[config.mk]
export PLATFORM = sky130hd
export DESIGN_NAME = fnd_scan_decoder
export DESIGN_NICKNAME = d
export VERILOG_FILES = /design/src/rtl/fnd_scan_decoder.sv
export SDC_FILE = /design/constraint.sdc
export NUM_CORES = 1
export LEC_CHECK = 0
export CAP_MARGIN = 5
export CORE_ASPECT_RATIO = 0.9
export CORE_UTILIZATION = 50
export CTS_CLUSTER_SIZE = 8
export DETAILED_ROUTE_END_ITERATION = 7
export PLACE_DENSITY = 0.77
export SKIP_CTS_REPAIR_TIMING = 1
export SLEW_MARGIN = 20
export SYNTH_ARGS = -nofsm -noshare
export SYNTH_HDL_FRONTEND = slang
export SYNTH_SLANG_ARGS = --single-unit
[constraint.sdc]
create_clock -name clk -period 3.1 [get_ports clk]
set_input_delay 0.465 -clock clk [delete_from_list [all_inputs] [get_ports clk]]
set_output_delay 0.465 -clock clk [all_outputs]
set_load 0.02 [all_outputs]
[src/rtl/fnd_scan_decoder.sv]
// Reads a multiplexed 4-digit FND scan back into BCD and binary.
// Optional per-digit decimal point capture: define FND_DP_CAPTURE_EN.
module fnd_scan_decoder #(
   parameter int STABLE_CYCLES = 4
) (
   input  logic        clk,
   input  logic        reset,
   input  logic [3:0]  fnd_digit,
   input  logic [7:0]  fnd_data,
   output logic [15:0] bcd,
   output logic [13:0] value,
   output logic        frame_valid,
   output logic        seg_err
`ifdef FND_DP_CAPTURE_EN
   ,
   output logic [3:0]  dp
`endif
);

   localparam int CW = (STABLE_CYCLES > 2) ? $clog2(STABLE_CYCLES) : 1;
   localparam logic [CW-1:0] CNT_MAX = CW'(STABLE_CYCLES - 1);
`ifdef FND_DP_CAPTURE_EN
   localparam logic [7:0] CMP_MASK = 8'hFF;
`else
   localparam logic [7:0] CMP_MASK = 8'h7F;
`endif

   typedef enum logic [1:0] {
      S_COLLECT,
      S_CONV,
      S_OUT
   } state_t;

   state_t state, state_nx;

   logic [3:0]    prev_digit;
   logic [7:0]    prev_data;
   logic [CW-1:0] cnt;
   logic [15:0]   slots;
   logic [3:0]    mask, mask_nx;
   logic          err, err_nx;
   logic [15:0]   snap;
   logic          snap_err;
   logic [13:0]   acc, acc_nx;
   logic [1:0]    idx;

   logic          sel_ok;
   logic [1:0]    sel_idx;
   logic [3:0]    seg_bcd;
   logic          seg_bad;
   logic          stable, cap;
   logic          snap_en, conv_en, out_en;

`ifdef FND_DP_CAPTURE_EN
   logic [3:0] dp_slot, snap_dp;
`endif

   always_comb begin
      sel_ok  = 1'b1;
      sel_idx = 2'd0;
      case (fnd_digit)
         4'b1110: sel_idx = 2'd0;
         4'b1101: sel_idx = 2'd1;
         4'b1011: sel_idx = 2'd2;
         4'b0111: sel_idx = 2'd3;
         default: sel_ok  = 1'b0;
      endcase
   end

   // dp (bit7) never takes part in the digit decode
   always_comb begin
      seg_bcd = 4'd0;
      seg_bad = 1'b0;
      case (fnd_data[6:0])
         7'h40:   seg_bcd = 4'd0;
         7'h79:   seg_bcd = 4'd1;
         7'h24:   seg_bcd = 4'd2;
         7'h30:   seg_bcd = 4'd3;
         7'h19:   seg_bcd = 4'd4;
         7'h12:   seg_bcd = 4'd5;
         7'h02:   seg_bcd = 4'd6;
         7'h78:   seg_bcd = 4'd7;
         7'h00:   seg_bcd = 4'd8;
         7'h10:   seg_bcd = 4'd9;
         default: seg_bad = 1'b1;
      endcase
   end

   assign stable = sel_ok
                && (fnd_digit == prev_digit)
                && ((fnd_data & CMP_MASK) == (prev_data & CMP_MASK));
   assign cap    = stable && (cnt == CNT_MAX - 1'b1);

   always_comb begin
      mask_nx = snap_en ? 4'd0 : mask;
      err_nx  = snap_en ? 1'b0 : err;
      if (cap) begin
         mask_nx[sel_idx] = 1'b1;
         err_nx           = err_nx | seg_bad;
      end
   end

   assign acc_nx = (acc << 3) + (acc << 1)
                 + {10'd0, snap[{idx, 2'b00} +: 4]};

   always_ff @(posedge clk) begin
      if (!reset) state <= S_COLLECT;
      else        state <= state_nx;
   end

   always_comb begin
      state_nx = state;
      snap_en  = 1'b0;
      conv_en  = 1'b0;
      out_en   = 1'b0;
      case (state)
         S_COLLECT: begin
            if (mask == 4'hF) begin
               snap_en  = 1'b1;
               state_nx = S_CONV;
            end
         end
         S_CONV: begin
            conv_en = 1'b1;
            if (idx == 2'd0) begin
               out_en   = 1'b1;
               state_nx = S_OUT;
            end
         end
         S_OUT:   state_nx = S_COLLECT;
         default: state_nx = S_COLLECT;
      endcase
   end

   always_ff @(posedge clk) begin
      if (!reset) begin
         prev_digit  <= 4'hF;
         prev_data   <= 8'hFF;
         cnt         <= '0;
         slots       <= 16'd0;
         mask        <= 4'd0;
         err         <= 1'b0;
         snap        <= 16'd0;
         snap_err    <= 1'b0;
         acc         <= 14'd0;
         idx         <= 2'd0;
         bcd         <= 16'd0;
         value       <= 14'd0;
         frame_valid <= 1'b0;
         seg_err     <= 1'b0;
      end else begin
         prev_digit  <= fnd_digit;
         prev_data   <= fnd_data;
         if (!stable)              cnt <= '0;
         else if (cnt != CNT_MAX)  cnt <= cnt + 1'b1;
         mask        <= mask_nx;
         err         <= err_nx;
         if (cap) slots[{sel_idx, 2'b00} +: 4] <= seg_bcd;
         if (snap_en) begin
            snap     <= slots;
            snap_err <= err;
            acc      <= 14'd0;
            idx      <= 2'd3;
         end
         if (conv_en) begin
            acc <= acc_nx;
            idx <= idx - 2'd1;
         end
         frame_valid <= out_en;
         if (out_en) begin
            value   <= acc_nx;
            bcd     <= snap;
            seg_err <= snap_err;
         end
      end
   end

`ifdef FND_DP_CAPTURE_EN
   always_ff @(posedge clk) begin
      if (!reset) begin
         dp_slot <= 4'd0;
         snap_dp <= 4'd0;
         dp      <= 4'd0;
      end else begin
         if (cap)     dp_slot[sel_idx] <= ~fnd_data[7];
         if (snap_en) snap_dp <= dp_slot;
         if (out_en)  dp <= snap_dp;
      end
   end
`endif

endmodule

==> impl_metrics.toml, run 1 <==
[outcome]
outcome = "finished clean"

[global_routing]
gr-total-overflow = 0
grt_max_degree = 44
antenna_found_initial = 0
grt_pass1_wl_mm = 17.9
grt_pass1_vias = 3904
grt_usage_pct = 22.0

[critical_path]
cp.arrival_ns = 3.32
endpoint_kind = "flip-flop"
r2r_slack_ns = 0.08
timing.rr.end = "acc[10]"
cp_cell_sequence = "mux4_2 > fa_2 > fa_2 > a211oi_2 > o21bai_2 > a2111oi_4 > nor4_2 > nand3b_1 > a21oi_1"
critPathSlowestCell = "mux4_2"
r2r_start = "idx[0]"
worstPathMaxFanout = 4
reg2regPathDepth = 9
critical_path_class = "flip-flop to flip-flop"
worstSetupStartpointType = "flip-flop"
cp.required_ns = 3.40
cp_common_cell = "fa_2"
critPathMaxStageDelay_ns = 0.51

[synthesis]
yosysWarningCount = 0
synthMuxAreaShare_pct = 3.10
synth_compound_area_share_pct = 15.3
ys_seq_area_share_pct = 41.4
ys_async_sr_fraction_pct = 0
synth_cell_types = 59
synth.most_common_cell = "nand2_1"
synth_ff_type = "dfxtp_1"
synth.largest_area_cell = "dfxtp_1"
synth-seq-cells = 100
yosys-top-cells-count = "118 x nand2_1, 100 x dfxtp_1, 64 x a21oi_1"
synthCells = 558
synthTopCellsByArea = "dfxtp_1 41%, nand2_1 9.2%, ha_1 8.3%, a21oi_1 6.6%, xor2_1 3.1%"
synth_top_family_by_area = "simple AND/OR/NAND/NOR gates"
synth_simple_gate_area_share_pct = 22.1
syn_avg_cell_area_um2 = 8.67
syn_nets = 606
synth_xor_area_share_pct = 4.32
synth_edf_count = 0
yosys.area_share.adder_pct = 9.11
netlist_area_mm2 = 0.00484
synth_top_cell_area_share_pct = 41.4

[min_path]
hold_depth = 2
whs_endpoint = "value[11]"
worstHoldPathType = "flip-flop to flip-flop"
min-delay-start = "value[11]"

[detailed_routing]
dr.pass1.iters = 5
wire_per_inst_um = 15.0
drc = 0
vias = 4079
ant_nets = 0
vias_per_cell = 5.73
drt_first_iter_violations = 265
routed_wl_mm = 10.7

[timing]
fmax_ghz = 0.331
slew_viol_final = 0
timing.hold.ws_ns = 0.460
worst_pin_slew_ns = 0.756
setup_viol = 0
period_share_pct = 97.5
final.setup_skew_ns = 0.0175
rsz0062_at_grt = "yes"
max_slew_margin_pct = 49.6
timing.final.crit_period_ns = 3.02
hold_viol = 0

[die]
dieArea_mm2 = 0.0101
core_mm2 = 0.00925
rows = 33
ioPinCount = 46
start_util_pct = 52.3
die_h_um = 95.3
die_w_um = 106

[final_layout]
num-fill-cells = 789
fin_area_mm2 = 0.00560
antenna_cells = 0
layout-drive-gt1-share_pct = 9.49
area_growth_pct = 15.8
finalNonFillerCells = 712
fin_util_pct = 60.5
nets = 633

[placed_design]
io_buffers = 44
placed_cells = 696
finalWeightedCongestion = 0.852
dp_hpwl_mm = 7.49
place_area_mm2 = 0.00534

[clock_tree]
cts_root_buf = "clkbuf_8"
clk_path_buf_depth = 2
cts_tree = "done"
numCtsBuffers = 9
cts.clk_slew.worst_paths_ns = 0.11
cts_sinks = 100
h-tree-depth = 3
clock_latency_ns = 0.38

[power_and_ir_drop]
p_per_area_mw_per_mm2 = 408
peakVddDrop_v = 0.000241
leakage_nw = 2.12

[flow_run]
max-cap-violations = 0
[worst max-delay path by stage]
stage	from	endpoint	slack, ns
6_report	idx[0]	acc[10]	0.08
5_1_grt	idx[0]	value[10]	-0.04
4_1_cts	idx[0]	value[10]	-0.14
3_5_place_dp	idx[0]	value[10]	-0.10
3_3_place_gp	idx[0]	value[10]	-0.02
2_1_floorplan	idx[0]	acc[10]	0.05
[through the flow]
step / worst slack [ns] / setup TNS [ns] / power (W)
2_1_floorplan: 0.0461 / 0 / 0.00140
6_report: 0.0776 / 0 / 0.00228
4_1_cts: -0.135 / -0.292 / 0.00229
5_1_grt: -0.0438 / -0.0851 / 0.00235
3_5_place_dp: -0.100 / -0.207 / 0.00143
3_3_place_gp: -0.0152 / -0.0181 / 0.00143
[layer usage]
layer  vias to the layer above  wire length [µm]  global-route usage (%)
li1                       1998                 -                       -
met1                      1962              4920                    27.1
met2                        99              5230                    39.9
met3                        20               350                    3.21
met4                         0               181                    6.60
met5                         -                 0                       0
[layout by cell type (no fill, tap or decap), drive strengths merged, types with 6 or more instances in the layout]
| cell type | count |
|---|---|
| nor4 | 8 |
| buf | 12 |
| nand2 | 119 |
| a31oi | 6 |
| clkbuf | 9 |
| xor2 | 18 |
| nand3 | 28 |
| inv | 15 |
| mux2i | 6 |
| dfxtp | 100 |
| o21ai | 6 |
| nand4 | 7 |
| nand2b | 13 |
| clkdlybuf4s50 | 44 |
| nor2 | 20 |
| a21oi | 65 |
| o2bb2ai | 8 |
| ha | 32 |
[kinds of logic (layout without fill, tap and decap cells)]
family,Yosys count,count (layout)
XOR/XNOR,23,23
AND/OR/NAND/NOR,223,223
AO/OA/AOI/OAI,117,117
multiplexers,10,10
buffers and inverters,51,83
flip-flops,100,100
adder cells (fa/ha/maj),34,34
[state kept, by name, summed over array words and instances (netlist names), 4 cells and up]
name,flops
snap,16
prev_digit,4
slots,16
acc,13
mask,4
bcd,16
prev_data,7
value,14
[power breakdown]
part	leakage (nW)	switching, W	total [W]	internal [W]
registers	0.809	0.00000337	0.00129	0.00129
clock network	0.107	0.000548	0.000880	0.000332
logic	1.21	0.0000683	0.000109	0.0000403
[worst max-delay path: cells and delay by family (launching register included)]
| family | cells | cell delay, ns |
|---|---|---|
| AND/OR/NAND/NOR | 2 | 0.26 |
| adder cells (fa/ha/maj) | 2 | 0.88 |
| AO/OA/AOI/OAI | 4 | 0.91 |
| multiplexers | 1 | 0.51 |
| flip-flops | 1 | 0.38 |
[cell type report]
type                       instances  area (µm²)  share of cell area, %
clock buffer                       9         124                   2.21
clock inverter                     7        88.8                   1.59
inverter                          11        41.3                  0.737
multi-input combinational        407        2660                   47.4
sequential                       100        2010                   35.8
tap                              122         153                   2.73
timing repair buffer              56         531                   9.47
(Power assumes the default switching activity.)
==> inputs of run 2 (changes only) <==
- CTS_CLUSTER_SIZE: 8 -> 28
==> results of run 2 <==
Final layout, timing and power as in run 1 (identical DEF).
==> inputs of run 3 (changes only) <==
- SLEW_MARGIN: 20 -> unset
==> impl_metrics.toml, run 3 (synthesis results as in run 1) <==
[timing]
fin_ws_ns = 0.0928
rsz0062_at_grt = "yes"
hold_viol = 0
final.setup_skew_ns = 0.0217
tns_ns = 0
max_slew_margin_pct = 16.3
timing.final.crit_period_ns = 3.01
slew_viol_final = 0
period_share_pct = 97.0
fmax_ghz = 0.333
worst_pin_slew_ns = 1.26
setup_viol = 0

[clock_tree]
cts_sinks = 100
cts_tree = "done"
clock_latency_ns = 0.39
cts_root_buf = "clkbuf_8"
h-tree-depth = 3
numCtsBuffers = 9
cts.clk_slew.worst_paths_ns = 0.10
clk_path_buf_depth = 2

[placed_design]
placed_cells = 696
pre_cts_ws_ns = -0.106
place_area_mm2 = 0.00534
io_buffers = 44
finalWeightedCongestion = 0.852
dp_hpwl_mm = 7.46

[power_and_ir_drop]
p_per_area_mw_per_mm2 = 405
leakage_nw = 2.12
peakVddDrop_v = 0.000204
total_power_w = 0.00227

[detailed_routing]
routed_wl_mm = 10.5
vias = 4064
drt_first_iter_violations = 315
wire_per_inst_um = 14.7
drc = 0
dr.pass1.iters = 5
ant_nets = 0
vias_per_cell = 5.71

[global_routing]
gr-total-overflow = 0
antenna_found_initial = 0
grt_pass1_wl_mm = 17.5
grt_max_degree = 44
grt_pass1_vias = 3864
grt_usage_pct = 21.7

[critical_path]
critical_path_class = "flip-flop to flip-flop"
cp.required_ns = 3.41
endpoint_kind = "flip-flop"
cp.arrival_ns = 3.32
worstSetupStartpointType = "flip-flop"
worstPathMaxFanout = 4

[die]
ioPinCount = 46
die_w_um = 106
dieArea_mm2 = 0.0101
start_util_pct = 52.3
rows = 33
core_mm2 = 0.00925
die_h_um = 95.3

[final_layout]
area_growth_pct = 15.6
antenna_cells = 0
layout-drive-gt1-share_pct = 9.15
reg_top3 = "bcd (16), slots (16), snap (16)"
final_cell_mix = "118 x nand2_1, 99 x dfxtp_1, 62 x a21oi_1, 44 x clkdlybuf4s50_1, 31 x ha_1"
final_common_cell = "nand2_1"
nets = 633
finalNonFillerCells = 712
fin_area_mm2 = 0.00559

[outcome]
outcome = "finished clean"

[min_path]
worstHoldPathType = "flip-flop to flip-flop"

[flow_run]
max-cap-violations = 0
[run 3: changes by cell type in the layout (fill, tap and decap cells not counted), sizes merged]
| cell | previous run | this run |
|---|---|---|
| clkinv | 3 | 4 |
| inv | 15 | 14 |
[run 3: critical path, cell delays in order (launching register included)]
cell	delay, ns
dfxtp_4	0.39
mux4_2	0.52
fa_2	0.46
fa_2	0.42
a211oi_2	0.26
o21bai_2	0.12
a2111oi_4	0.36
nor4_2	0.10
nand3b_1	0.17
a21oi_1	0.14
[run 3: where the power goes]
part	internal, W	total, W	switching, W
clock network	0.000328	0.000863	0.000535
logic	0.0000403	0.000109	0.0000683
registers	0.00129	0.00129	0.00000341
[run 3: path summary, 6_finish.rpt]
kind,from,endpoint,slack (ns),cells past startpoint
hold / removal,value[0],value[0],0.46,2
setup reg to reg,idx[0],value[10],0.09,9
hold reg to reg,value[0],value[0],0.46,2
setup / recovery,idx[0],value[10],0.09,9
[run 3: through the flow]
| stage | util [%] | hold WS [ns] |
|---|---|---|
| finish | 60.5 | 0.459 |
| global route | 60.5 | 0.482 |
| CTS | 60.0 | 0.461 |
| detailed placement | 57.7 | 0.446 |
| global placement | 57.7 | 0.445 |
| floorplan | - | 0.432 |
[run 3: area by class of cell]
class | instances | area [µm²]
repair buffers | 56 | 531
fillers | 789 | 3650
clock buffers | 9 | 124
well taps | 122 | 153
flip-flops and latches | 100 | 2010
clock inverters | 7 | 88.8
multi-input cells | 407 | 2650
inverters | 11 | 41.3
[run 3: per-layer routing]
layer  GRT usage, %  wire, µm  vias to the layer above
li1               -         -                     2000
met1           26.4      4700                     1934
met2           38.9      5100                      108
met3           3.14       466                       22
met4           8.91       216                        0
met5              0         0                        -
